--- src/rtl/m_div_control_if.sv ---
// Request/response bundle between the M-unit issue logic and the divider control FSM.
interface m_div_control_if;
  logic        start;
  logic        is_signed;
  logic        want_rem;
  logic [31:0] rs1;
  logic [31:0] rs2;
  logic        busy;
  logic        valid;
  logic [31:0] result;

  modport master (
    output start, is_signed, want_rem, rs1, rs2,
    input  busy, valid, result
  );

  modport slave (
    input  start, is_signed, want_rem, rs1, rs2,
    output busy, valid, result
  );
endinterface

--- src/rtl/m_div_control.sv ---
// Control FSM for the 32-bit restoring divider: sequences the R/D/Z datapath
// registers for 32 iterations and applies the signed quotient/remainder fix-up.
module m_div_control (
  input  logic              clk,
  input  logic              resetn,
  m_div_control_if.slave    bus,
  input  logic [31:0]       R,
  input  logic [31:0]       Z,
  output logic [1:0]        mux_R,
  output logic [1:0]        mux_D,
  output logic [1:0]        mux_Z
);

  // Select encodings shared with the divider datapath.
  localparam logic [1:0] R_KEEP     = 2'd0;
  localparam logic [1:0] R_A        = 2'd1;
  localparam logic [1:0] R_A_NEG    = 2'd2;
  localparam logic [1:0] R_SUB_KEEP = 2'd3;
  localparam logic [1:0] D_KEEP     = 2'd0;
  localparam logic [1:0] D_B        = 2'd1;
  localparam logic [1:0] D_B_NEG    = 2'd2;
  localparam logic [1:0] D_SHR      = 2'd3;
  localparam logic [1:0] Z_KEEP     = 2'd0;
  localparam logic [1:0] Z_ZERO     = 2'd1;
  localparam logic [1:0] Z_SHL_ADD  = 2'd2;

  typedef enum logic [1:0] {IDLE, ITER, DONE} state_e;

  state_e      state;
  state_e      state_n;
  logic [4:0]  count;
  logic        neg_q;
  logic        neg_r;
  logic        rem;
  logic        dz;
  logic [31:0] q_fix;
  logic [31:0] r_fix;

  assign q_fix = neg_q ? (32'd0 - Z) : Z;
  assign r_fix = neg_r ? (32'd0 - R) : R;

  always_ff @(posedge clk or negedge resetn) begin
    if (!resetn) begin
      state <= IDLE;
      count <= '0;
      neg_q <= 1'b0;
      neg_r <= 1'b0;
      rem   <= 1'b0;
      dz    <= 1'b0;
    end else begin
      state <= state_n;
      case (state)
        IDLE: begin
          if (bus.start) begin
            neg_q <= bus.is_signed & (bus.rs1[31] ^ bus.rs2[31]);
            neg_r <= bus.is_signed & bus.rs1[31];
            rem   <= bus.want_rem;
            dz    <= (bus.rs2 == '0);
            count <= '0;
          end
        end
        ITER:    count <= count + 5'd1;
        default: ;
      endcase
    end
  end

  always_comb begin
    state_n    = state;
    mux_R      = R_KEEP;
    mux_D      = D_KEEP;
    mux_Z      = Z_KEEP;
    bus.busy   = (state != IDLE);
    bus.valid  = 1'b0;
    bus.result = '0;
    case (state)
      IDLE: begin
        if (bus.start) begin
          if (bus.rs2 == '0) begin
            // Divide by zero: R carries raw rs1 so DONE can return it as the remainder.
            mux_R   = R_A;
            state_n = DONE;
          end else begin
            mux_R   = (bus.is_signed & bus.rs1[31]) ? R_A_NEG : R_A;
            mux_D   = (bus.is_signed & bus.rs2[31]) ? D_B_NEG : D_B;
            mux_Z   = Z_ZERO;
            state_n = ITER;
          end
        end
      end
      ITER: begin
        mux_R = R_SUB_KEEP;
        mux_D = D_SHR;
        mux_Z = Z_SHL_ADD;
        if (count == 5'd31) state_n = DONE;
      end
      DONE: begin
        bus.valid = 1'b1;
        state_n   = IDLE;
        if (dz) bus.result = rem ? R : '1;
        else    bus.result = rem ? r_fix : q_fix;
      end
      default: state_n = IDLE;
    endcase
  end

endmodule

--- src/flat_wrapper.sv ---
// flat-port wrapper written by rule: the top's interface ports become plain ports
module m_div_control_flat 
  (clk, resetn, R, Z, mux_R, mux_D, mux_Z, bus_start, bus_is_signed, bus_want_rem, bus_rs1, bus_rs2, bus_busy, bus_valid, bus_result);
  m_div_control_if bus_i ();
  input  logic clk;
  input  logic resetn;
  input  logic [31:0] R;
  input  logic [31:0] Z;
  output logic [1:0] mux_R;
  output logic [1:0] mux_D;
  output logic [1:0] mux_Z;
  input wire logic [$bits(bus_i.start)-1:0] bus_start;
  input wire logic [$bits(bus_i.is_signed)-1:0] bus_is_signed;
  input wire logic [$bits(bus_i.want_rem)-1:0] bus_want_rem;
  input wire logic [$bits(bus_i.rs1)-1:0] bus_rs1;
  input wire logic [$bits(bus_i.rs2)-1:0] bus_rs2;
  output wire logic [$bits(bus_i.busy)-1:0] bus_busy;
  output wire logic [$bits(bus_i.valid)-1:0] bus_valid;
  output wire logic [$bits(bus_i.result)-1:0] bus_result;
  assign bus_i.start = bus_start;
  assign bus_i.is_signed = bus_is_signed;
  assign bus_i.want_rem = bus_want_rem;
  assign bus_i.rs1 = bus_rs1;
  assign bus_i.rs2 = bus_rs2;
  assign bus_busy = bus_i.busy;
  assign bus_valid = bus_i.valid;
  assign bus_result = bus_i.result;
  m_div_control u_core (.clk(clk), .resetn(resetn), .bus(bus_i), .R(R), .Z(Z), .mux_R(mux_R), .mux_D(mux_D), .mux_Z(mux_Z));
endmodule
--- config.mk ---
export PLATFORM = sky130hd
export DESIGN_NAME = m_div_control_flat
export DESIGN_NICKNAME = d
export VERILOG_FILES = /design/src/rtl/m_div_control_if.sv /design/src/rtl/m_div_control.sv /design/src/flat_wrapper.sv
export SDC_FILE = /design/constraint.sdc
export NUM_CORES = 1
export LEC_CHECK = 0
export ABC_AREA = 1
export ABC_CLOCK_PERIOD_IN_PS = 2260
export CAP_MARGIN = 25
export CELL_PAD_IN_SITES_DETAIL_PLACEMENT = 2
export CELL_PAD_IN_SITES_GLOBAL_PLACEMENT = 2
export CORE_ASPECT_RATIO = 0.75
export CORE_UTILIZATION = 32
export CTS_BUF_LIST = sky130_fd_sc_hd__clkbuf_16
export DETAILED_ROUTE_END_ITERATION = 8
export DONT_BUFFER_PORTS = 1
export GPL_TIMING_DRIVEN = 0
export PLACE_DENSITY_LB_ADDON = 0.08
export SKIP_CTS_REPAIR_TIMING = 1
export SLEW_MARGIN = 20
export SYNTH_ARGS = -nofsm -noshare
export SYNTH_HDL_FRONTEND = slang
export SYNTH_SLANG_ARGS = --single-unit
--- constraint.sdc ---
create_clock -name clk -period 2.26 [get_ports clk]
set_input_delay 0.226 -clock clk [delete_from_list [all_inputs] [get_ports clk]]
set_output_delay 0.226 -clock clk [all_outputs]
set_load 0.02 [all_outputs]
Yosys cells after proc, flatten, opt, wreduce, memory -nomap -nowiden. Index checks and enable logic that the tools add are counted.

$add $sub $neg: 3. Multipliers: 0. Divide/modulo/power cells: 0. Order comparisons: 0. Eq/ne operators: 5. Shift operators: 0. Muxes and demuxes: 24. Bitwise gates (word level): 4. Reduce and logical (&&, ||, !) cells: 7.

Operators by type and width (count): 32-bit 2-to-1 mux (6); 1-bit by 32-bit subtractor with 32-bit output (first input constant) (2); 32-bit zero test (1); 2-bit 2-to-1 mux (10); 2-bit one-hot mux with 2 select lines (4); 5-bit one-hot mux with 2 select lines (1); 2-bit AND reduction (3); 5-bit by 1-bit adder with 5-bit output (second input constant) (1); 5-bit equality test (second input constant) (1); 5-bit 2-to-1 mux (1); 2-bit nonzero test (2); 1-bit bitwise AND (3); 2-bit by 1-bit equality test with 1-bit output (second input constant) (1); 2-bit equality test (second input constant) (1); 2-bit zero test (1); 1-bit 2-to-1 mux (2); 2-bit by 1-bit inequality test with 1-bit output (second input constant) (1); 2-bit inequality test (second input constant) (1); 1-bit bitwise XOR (1).

Register bits after elaboration: 11. Bits in latches: 0. Memory bits (writable): 0. Bits in read-only memories: 0. Input port bits: 133. Output and inout port bits: 40. Logic and storage cells: 49. Memories kept: 0.

Logic depth before layout (Yosys ltp). Gate-level depths: netlist of run 1.

Word-level depth: 5. Mapped depth: 12. Gate-level depth less buffers: 12.

Least setup slack after synthesis of run 1. No wires, ideal clock.

Path type: reg2out. From: reg u_core.state[1]. To: out mux_D[1]. Data arrival time: 1.603 ns. Required time: 2.034 ns. Path slack: 0.431 ns. Stages on the path, launching flop included: 6. Path buffers: 0. Cell sequence: dfrtp_1 -> nor2_1 -> nand2_1 -> nor2_1 -> inv_1 -> o21ai_0.

Cells in the longest elaborated chain, start to end: 2. Elaborated cells between the ends (all ways): 3. Those cells by class: eq/ne (1); mux (1); reduce/logical (1).

RTL lines: from (decl) (line m_div_control.sv:29) `state_e state;`; from (signal assigned) (line m_div_control.sv:51) `state <= state_n;`; 2-bit by 1-bit equality test with 1-bit output or 2-bit zero test (tied branches) (line m_div_control.sv:76) `case (state)`; 2-bit one-hot mux with 2 select lines * (line m_div_control.sv:76); to (decl) (line flat_wrapper.sv:10) `output logic [1:0] mux_D;`.

Mark *: on every way between the ends. The rest lies on a longest branch, timed or not.

Worst setup path after layout of run 1.
From: reg u_core.rem. To: out bus_result[7].

Cells in the longest elaborated chain, start to end: 3. Elaborated cells between the ends (all ways): 4. Those cells by class: mux (4).

RTL lines: from (decl) (line m_div_control.sv:34) `logic rem;`; from (signal assigned) (line m_div_control.sv:57) `rem <= bus.want_rem;`; 32-bit 2-to-1 mux (on tied branches) (line m_div_control.sv:101, m_div_control.sv:100); 32-bit 2-to-1 mux * (line m_div_control.sv:100) `if (dz) bus.result = rem ? R : '1;`; 32-bit 2-to-1 mux * (line m_div_control.sv:76); to (decl) (line flat_wrapper.sv:19) `output wire logic [$bits(bus_i.result)-1:0] bus_result;`.

Marked as above.

==> impl_results.rst, run 1 <==
.. list-table::
   :header-rows: 1

   * - Metric
     - Value
   * - RePlAce Congestion
     - just under 0.9
   * - Max incr delay on CP
     - 0.53 ns
   * - FP Rows
     - 31
   * - Max transition margin
     - 51.28%
   * - Clock sinks
     - 11
   * - Die outline area
     - 10,800 um2
   * - Starting density of the core
     - 33.73%
   * - Minimum setup slack among reg-to-reg paths
     - 0.65 ns
   * - Net count of the finished layout
     - 774
   * - Kind of critical path
     - flip-flop to output port
   * - Final core utilization
     - 37.39%
   * - Hold Path Depth
     - 2
   * - Setup violations, final
     - 0
   * - Number of max-capacitance violations reported
     - 0
   * - Actual slew at the worst max-slew pin
     - 0.7307 ns
   * - IO Port Bufs
     - 0
   * - Die span in y
     - approximately 90 um
   * - Placement Cell Area
     - 3488 um2
   * - Maximum clock frequency
     - 447.7 MHz
   * - Number of design rule violations left after detail routing
     - 0
   * - Number of buffers inserted during clock tree synthesis
     - 3
   * - Mean number of vias per cell
     - around 6.0
   * - Number of DRC markers in iteration 0
     - ~250
   * - Synth Flop Type
     - sky130_fd_sc_hd__dfrtp_1
   * - Top-level I/O count
     - 173
   * - Final global-route overflow total
     - 0
   * - Maximum VDD drop
     - 0.7070 mV
   * - Length in cells of the worst reg-to-reg path
     - 6
   * - Arrival time of data at the critical path endpoint
     - about 2 ns
   * - Endpoint of the worst register-to-register path
     - u_core.count[2]$_DFFE_PN0P_
   * - Die width
     - 119.7 um
   * - Final HPWL DP
     - 14,230 um
   * - First-pass GRT wire length
     - 26,980 um
   * - Worst min-delay path category
     - primary input to flip-flop
   * - Post-detailed-route count of antenna-violating nets
     - 0
   * - Flop and latch count out of synthesis
     - 11
   * - Ratio of final minimum period to clock period
     - a little over nine tenths
   * - Critical path capture point type
     - output port
   * - Finished Layout Cells
     - 768
   * - Hold Crit Start
     - bus_want_rem
   * - Vias in the first global route
     - 4,897
   * - Final worst slack
     - 0.02628 ns
   * - Ratio of cells with drive above 1 in the final layout
     - between 10% and 20%
   * - Clock Tree Root
     - sky130_fd_sc_hd__clkbuf_16
   * - Worst hold endpoint
     - u_core.rem$_DFFE_PN0P_
   * - Total of warnings raised by yosys
     - 0
   * - All-layer global routing usage
     - 31.83%
   * - Worst clock skew
     - between 0.002 and 0.0025 ns
   * - Chain of cells forming the critical path
     - inv_1, clkbuf_2, nand3_1, o21ai_0, a21oi_2
   * - Reg2reg start
     - u_core.state[1]$_DFFE_PN0P_
   * - Average instance area after synthesis
     - about 5.3 um2
   * - Post-synthesis net count
     - 769
   * - Total non-filler cell area in the finished layout
     - 3684 um2
   * - Later-pin clock latency in the skew report
     - between 0.2 and 0.25 ns
   * - Most common cell after layout, fill and taps aside
     - sky130_fd_sc_hd__nand2_1
   * - Clock transition at the register clock pins on the worst setup and hold paths after CTS
     - roughly 0.040 ns
   * - Clk buf depth
     - 2
   * - Leading cell types in the layout, fill and taps excluded
     - sky130_fd_sc_hd__nand2_1, sky130_fd_sc_hd__nand3_1, sky130_fd_sc_hd__inv_1, sky130_fd_sc_hd__nor2_1, sky130_fd_sc_hd__o21ai_0
   * - Via count
     - 4,578
   * - Req. time, crit path
     - slightly above 2 ns
   * - Layout Area Growth over Synthesis
     - 10.84%
   * - Standby leakage power
     - 1.595 nW
   * - Area of the mapped netlist
     - approximately 3300 um2
   * - Number of antenna violations at the first check in global routing
     - 0
   * - Async set-or-reset flop fraction in the synthesized netlist
     - 100.0%
   * - Final max-slew violation count
     - 0
   * - Number of search-and-repair iterations in the first detailed-routing pass
     - 5
   * - Routed len/inst
     - 22.37 um
   * - Sequential element share of the synthesized area
     - 8.283%
   * - Total Negative Setup Slacks
     - 0 ns
   * - PwrDens
     - 1325 nW/um2
   * - Maximum number of pins on one net before global-route repair
     - 12
   * - Total routed wirelength
     - 17,180 um
   * - Clock tree from TritonCTS
     - yes
   * - Crit start category
     - flip-flop
   * - Synthesized instance count
     - 632
   * - EDFF count, synth
     - 0
   * - Minimum clock period
     - 2.234 ns
   * - Sum of internal, switching and leakage power
     - slightly below 5 mW
   * - Post-Place Cells
     - 764
   * - Diode count
     - 0
   * - Result of the run
     - finished clean
   * - H-tree depth reported by CTS
     - 1
   * - Library cells used by synthesis
     - 35
   * - Critical Path Slowest Stage Cell
     - sky130_fd_sc_hd__dfrtp_1
   * - Placeable core region
     - 9852 um2
   * - Final Hold Vio Count
     - 0
   * - Final worst hold slack
     - 0.1457 ns
   * - Worst setup slack before clock tree synthesis
     - -0.07365 ns
   * - Crit-path max FO
     - 10
[worst max path at each step]
stage,cells past startpoint,slack (ns),end,from
floorplan,5,0.43,mux_D[1],u_core.state[1]$_DFFE_PN0P_
global placement,5,-0.006,bus_result[1],u_core.rem$_DFFE_PN0P_
detailed placement,5,-0.07,bus_result[1],u_core.rem$_DFFE_PN0P_
CTS,5,-0.35,bus_result[1],u_core.rem$_DFFE_PN0P_
global route,6,-0.03,bus_result[18],u_core.state[0]$_DFFE_PN0P_
finish,5,0.03,bus_result[7],u_core.rem$_DFFE_PN0P_
[power breakdown]
group / switching, mW / internal, mW
sequential: 0.114 / 0.286
combinational: 3.03 / 1.13
clock: 0.0949 / 0.233
total: 3.24 / 1.65
[synth_stat cells, types with 3 or more instances]
| cell type | instances | share of area, % |
|---|---|---|
| sky130_fd_sc_hd__ha_1 | 4 | 1.5 |
| sky130_fd_sc_hd__nor2_2 | 12 | 2.3 |
| sky130_fd_sc_hd__a21oi_2 | 9 | 2.4 |
| sky130_fd_sc_hd__buf_4 | 3 | 0.68 |
| sky130_fd_sc_hd__o21ai_2 | 3 | 0.79 |
| sky130_fd_sc_hd__inv_1 | 63 | 7.1 |
| sky130_fd_sc_hd__o21ai_1 | 15 | 2.3 |
| sky130_fd_sc_hd__nand2_2 | 10 | 1.9 |
| sky130_fd_sc_hd__nor2_1 | 65 | 7.3 |
| sky130_fd_sc_hd__a211oi_1 | 3 | 0.68 |
| sky130_fd_sc_hd__nor2_8 | 3 | 1.8 |
| sky130_fd_sc_hd__nand3_1 | 100 | 15 |
| sky130_fd_sc_hd__nor2_4 | 5 | 1.7 |
| sky130_fd_sc_hd__nand2_1 | 141 | 16 |
| sky130_fd_sc_hd__dfrtp_1 | 11 | 8.3 |
| sky130_fd_sc_hd__nand4_1 | 14 | 2.6 |
| sky130_fd_sc_hd__o21ai_0 | 64 | 9.6 |
| sky130_fd_sc_hd__inv_2 | 9 | 1.0 |
| sky130_fd_sc_hd__xor2_1 | 3 | 0.79 |
| sky130_fd_sc_hd__nand3b_1 | 4 | 0.90 |
| sky130_fd_sc_hd__clkbuf_1 | 9 | 1.0 |
| sky130_fd_sc_hd__nor4_1 | 6 | 1.1 |
| sky130_fd_sc_hd__a21oi_1 | 51 | 7.7 |
| sky130_fd_sc_hd__buf_2 | 10 | 1.5 |
[registers in the layout, summed over array words and instances, names as in the netlist]
name / count
u_core.count: 5
u_core.neg_q: 1
u_core.state: 2
u_core.dz: 1
u_core.rem: 1
u_core.neg_r: 1
[metal layers]
metal | vias to the layer above | share of wire, % | GRT usage, %
li1 | 2149 | - | -
met1 | 2270 | 48 | 44.47
met2 | 149 | 46 | 54.09
met3 | 10 | 6.0 | 4.230
met4 | 0 | 0.62 | 1.667
met5 | - | 0 | 0
[kinds of logic after synthesis]
family,after synthesis,synth area share (%)
buf+inv,94,11.33
fa+ha+maj,4,1.506
compound gates,153,25.64
xor+xnor,3,0.7908
simple gates,367,52.45
flops,11,8.283
[cell type report]
cell class	count	area [um2]
clock buffers	3	75.07
inverters	72	270.3
repair buffers	1	10.01
fillers	1330	6168
flip-flops and latches	11	275.3
clock inverters	1	3.754
plain buffers	21	112.6
multi-input cells	527	2771
well taps	132	165.2
[critical path: cells and delay by family (launching register included)]
family,cells,cell delay (ns)
AOI/OAI and AO/OA,2,0.48
buffers and inverters,2,0.49
DFF,1,0.53
and+or+nand+nor,1,0.26
No activity file was read; power rests on OpenSTA's default activity.
==> run 2: changes to the inputs <==
--- a/config.mk
+++ b/config.mk
@@ -5,13 +5,13 @@
 export SDC_FILE = /design/constraint.sdc
 export NUM_CORES = 1
 export LEC_CHECK = 0
-export ABC_AREA = 1
-export ABC_CLOCK_PERIOD_IN_PS = 2260
+export ABC_AREA = 0
+export ABC_CLOCK_PERIOD_IN_PS = 2760
 export CAP_MARGIN = 25
 export CELL_PAD_IN_SITES_DETAIL_PLACEMENT = 2
 export CELL_PAD_IN_SITES_GLOBAL_PLACEMENT = 2
 export CORE_ASPECT_RATIO = 0.75
-export CORE_UTILIZATION = 32
+export CORE_UTILIZATION = 34
 export CTS_BUF_LIST = sky130_fd_sc_hd__clkbuf_16
 export DETAILED_ROUTE_END_ITERATION = 8
 export DONT_BUFFER_PORTS = 1
==> constraint.sdc (replaced) <==
create_clock -name clk -period 2.76 [get_ports clk]
set_input_delay 0.276 -clock clk [delete_from_list [all_inputs] [get_ports clk]]
set_output_delay 0.276 -clock clk [all_outputs]
set_load 0.02 [all_outputs]
==> run 2 against run 1 <==
The run now ends with negative setup slack left. Non-clock buffer count grew 7. Register-to-register slack gained 0.33 ns. Sequential power shrank 26%. Final area shrank 15%. First-iteration DRC count shrank 44%. Critical endpoint is now bus_result[31]. Largest power group unchanged. Highest routed layer unchanged.
==> impl_results.rst, run 2 <==
.. list-table::
   :header-rows: 1

   * - Metric
     - Value
   * - Largest cells by area after synthesis
     - sky130_fd_sc_hd__dfrtp_1, sky130_fd_sc_hd__xor2_1, sky130_fd_sc_hd__xnor2_1, sky130_fd_sc_hd__a221oi_1, sky130_fd_sc_hd__o21ai_0
   * - Area of the multi-input gates
     - 2475 um2 (-11%)
   * - Largest registers in the final layout
     - u_core.count (5), u_core.state (2)
   * - Clock transition at the register clock pins on the worst setup and hold paths after CTS
     - 0.04 ns (about the same)
   * - Max transition margin
     - 37.28% (-14 points)
   * - Total of warnings raised by yosys
     - 0 (unchanged)
   * - Result of the run
     - finished, violations left
   * - Net count of the finished layout
     - 524 (-32%)
   * - Crit-path max FO
     - 5 (-5)
   * - Minimum clock period
     - 2.835 ns
   * - Top-level I/O count
     - 173 (unchanged)
   * - Later-pin clock latency in the skew report
     - 0.24 ns (about the same)
   * - Minimum setup slack among reg-to-reg paths
     - 0.98 ns (+0.33 ns)
   * - IO Port Bufs
     - 0 (unchanged)
   * - PwrDens
     - 761.8 nW/um2 (-43%)
   * - Post-synthesis net count
     - 515 (-33%)
   * - Crit start category
     - primary input
   * - Hold Path Depth
     - 1 (-1)
   * - Average instance area after synthesis
     - 6.921 um2 (+32%)
   * - Final HPWL DP
     - 9994 um (-30%)
   * - EDFF count, synth
     - 0 (unchanged)
   * - Diode count
     - 0 (unchanged)
   * - Number of antenna violations at the first check in global routing
     - 0 (unchanged)
   * - Number of DRC markers in iteration 0
     - 142 (-44%)
   * - Mean number of vias per cell
     - 6.752 (+13%)
   * - Total Negative Setup Slacks
     - -0.1475 ns (-0.1475 ns)
   * - Worst min-delay path category
     - primary input to flip-flop
   * - Async set-or-reset flop fraction in the synthesized netlist
     - 100.0% (unchanged)
   * - Leading cell types in the layout, fill and taps excluded
     - sky130_fd_sc_hd__nand2_1, sky130_fd_sc_hd__nor2_1, sky130_fd_sc_hd__o21ai_0
   * - Vias in the first global route
     - 3,166 (-35%)
   * - Clock Tree Root
     - sky130_fd_sc_hd__clkbuf_16
   * - Number of design rule violations left after detail routing
     - 0 (unchanged)
   * - Largest family of logic cells by synthesized area
     - simple AND/OR/NAND/NOR gates
   * - Most common cell after layout, fill and taps aside
     - sky130_fd_sc_hd__nand2_1
   * - Number of fill cells in the layout
     - 866 (-35%)
   * - Post-detailed-route count of antenna-violating nets
     - 0 (unchanged)
   * - Final global-route overflow total
     - 0 (unchanged)
   * - Register Area
     - 275.3 um2 (unchanged)
   * - Final max-slew violation count
     - 0 (unchanged)
   * - Fraction of synthesized cell area taken by the top area cell type
     - 10.52% (-5.4 points)
   * - Post-Synth XOR/XNOR Area
     - 16.74% (+16 points)
   * - Number of buffers inserted during clock tree synthesis
     - 3 (unchanged)
   * - Clk buf depth
     - 2 (unchanged)
   * - Clock sinks
     - 11 (unchanged)
   * - Die span in y
     - 77.97 um (-14%)
   * - Critical path capture point type
     - output port
   * - Post-Place Cells
     - 479 (-37%)
   * - Ratio of cells with drive above 1 in the final layout
     - 13.47% (-2.6 points)
   * - Routed len/inst
     - 26.93 um (+20%)
   * - Maximum number of pins on one net before global-route repair
     - 12 (unchanged)
   * - Clock tree from TritonCTS
     - yes
   * - First-pass GRT wire length
     - 17,830 um (-34%)
   * - Synth Area in Adders
     - 1.913% (+0.41 points)
   * - Die outline area
     - 8054 um2 (-25%)
   * - Synth area leader
     - sky130_fd_sc_hd__dfrtp_1
   * - Simple logic cell fraction of the synthesized area
     - 33.19% (-19 points)
   * - Number of search-and-repair iterations in the first detailed-routing pass
     - 5 (unchanged)
   * - Setup violations, final
     - 2 (+2)
   * - Most common library cells after synthesis
     - sky130_fd_sc_hd__nand2_1, sky130_fd_sc_hd__o21ai_0, sky130_fd_sc_hd__nor2_1
   * - RePlAce Congestion
     - 0.8332 (-3.8%)
   * - Worst clock skew
     - 0.003475 ns (+0.001475 ns)
   * - Area of the mapped netlist
     - 2616 um2 (-21%)
   * - Die width
     - 103.3 um (-14%)
   * - Req. time, crit path
     - 2.48 ns (+0.45 ns)
   * - Unrepaired setup endpoints after global routing
     - yes
   * - Kind of critical path
     - primary input to output port
   * - Length in cells of the worst reg-to-reg path
     - 3 (-3)
   * - Layout Area Growth over Synthesis
     - 19.46%
   * - Arrival time of data at the critical path endpoint
     - 2.56 ns (+0.55 ns)
   * - Synthesized instance count
     - 378 (-40%)
   * - Mux cell area share after synthesis
     - 3.587% (+3.6 points)
   * - Total routed wirelength
     - 13,110 um (-24%)
   * - Maximum clock frequency
     - 352.7 MHz
   * - Actual slew at the worst max-slew pin
     - 0.9408 ns (+0.2101 ns)
   * - Standby leakage power
     - 0.9779 nW (-39%)
   * - Ratio of final minimum period to clock period
     - 102.7%
   * - Starting density of the core
     - 35.36% (+1.6 points)
   * - Failing checks
     - negative setup slack
   * - Share of the synthesized area in compound gates (AO/OA/AOI/OAI)
     - 28.84% (+3.2 points)
   * - Final worst slack
     - -0.07548 ns (-0.1018 ns)
   * - All-layer global routing usage
     - 29.07% (-2.8 points)
   * - Placeable core region
     - 7398 um2 (-25%)
   * - Sum of internal, switching and leakage power
     - 2.381 mW (-51%)
   * - Max FFs per register
     - 5 (unchanged)
   * - Via count
     - 3,288 (-28%)
   * - Library cells used by synthesis
     - 48 (+37%)
   * - Final core utilization
     - 42.25% (+4.9 points)
   * - Final Hold Vio Count
     - 0 (unchanged)
   * - Top register by number of flip-flops
     - u_core.count
   * - Synth Flop Type
     - sky130_fd_sc_hd__dfrtp_1
   * - FP Rows
     - 27 (-13%)
   * - Count leader, synth
     - sky130_fd_sc_hd__nand2_1
   * - H-tree depth reported by CTS
     - 1 (unchanged)
   * - Sequential element share of the synthesized area
     - 10.52% (+2.2 points)
   * - Finished Layout Cells
     - 487 (-37%)
   * - Number of max-capacitance violations reported
     - 0 (unchanged)
   * - Maximum VDD drop
     - 0.2553 mV (-64%)
   * - Flop and latch count out of synthesis
     - 11 (unchanged)
run 2: worst paths after layout:
path,from,end
worst max-delay path,Z[7],bus_result[31]
worst min-delay path,bus_want_rem,u_core.rem$_DFFE_PN0P_
worst max register to register,u_core.rem$_DFFE_PN0P_,u_core.rem$_DFFE_PN0P_
worst min register to register,u_core.count[2]$_DFFE_PN0P_,u_core.count[2]$_DFFE_PN0P_
max in group asynchronous,resetn,u_core.count[2]$_DFFE_PN0P_
min in group asynchronous,resetn,u_core.rem$_DFFE_PN0P_
run 2: area by class of cell:
cell class | count | area share [%]
clock inverter | 1 | 0.1201
sequential | 11 | 8.807
multi-input combinational | 334 | 79.18
inverter | 8 | 0.9608
timing repair buffer | 5 | 1.281
buffer | 24 | 3.203
clock buffer | 3 | 2.402
tap | 101 | 4.043
run 2: critical path, stage by stage:
cell and delay (ns):
sky130_fd_sc_hd__or4_4 0.52, sky130_fd_sc_hd__buf_6 0.14, sky130_fd_sc_hd__or4_4 0.60, sky130_fd_sc_hd__o41a_1 0.44, sky130_fd_sc_hd__a22o_1 0.27, sky130_fd_sc_hd__nor4_4 0.31
run 2: layer usage:
layer,GRT usage [%],share of wire [%],up-vias
li1,-,-,1484
met1,43.98,46,1639
met2,43.13,44,143
met3,4.595,7.9,22
met4,4.648,1.7,0
met5,0,0,-
run 2: where the power goes:
| part | switching (mW) | internal [mW] | leakage [nW] | total (mW) |
|---|---|---|---|---|
| Combinational | 1.29 | 0.531 | 0.799 | 1.82 |
| Clock | 0.0743 | 0.190 | 0.0423 | 0.265 |
| Sequential | 0.0703 | 0.226 | 0.137 | 0.297 |
| Total | 1.43 | 0.948 | 0.978 | 2.38 |
run 2: metrics by stage:
stage / hold slack, ns / area (um2) / setup slack (ns)
after CTS: -0.2685 / 2872 / -0.4508
after global placement: -0.01935 / 2793 / -0.3997
final: 0.1931 / 3126 / -0.07548
after floorplan: -0.01959 / 2666 / -0.1460
after detailed placement: -0.01928 / 2793 / -0.4509
after global routing: 0.1877 / 3126 / -0.1105
run 2: kinds of logic (layout without fill, tap and decap cells):
group,count (synthesis),in the layout
fa+ha+maj,4,4
xor+xnor,50,50
simple gates,162,163
mux,9,9
buf+inv,34,41
flops,11,11
compound gates,108,108
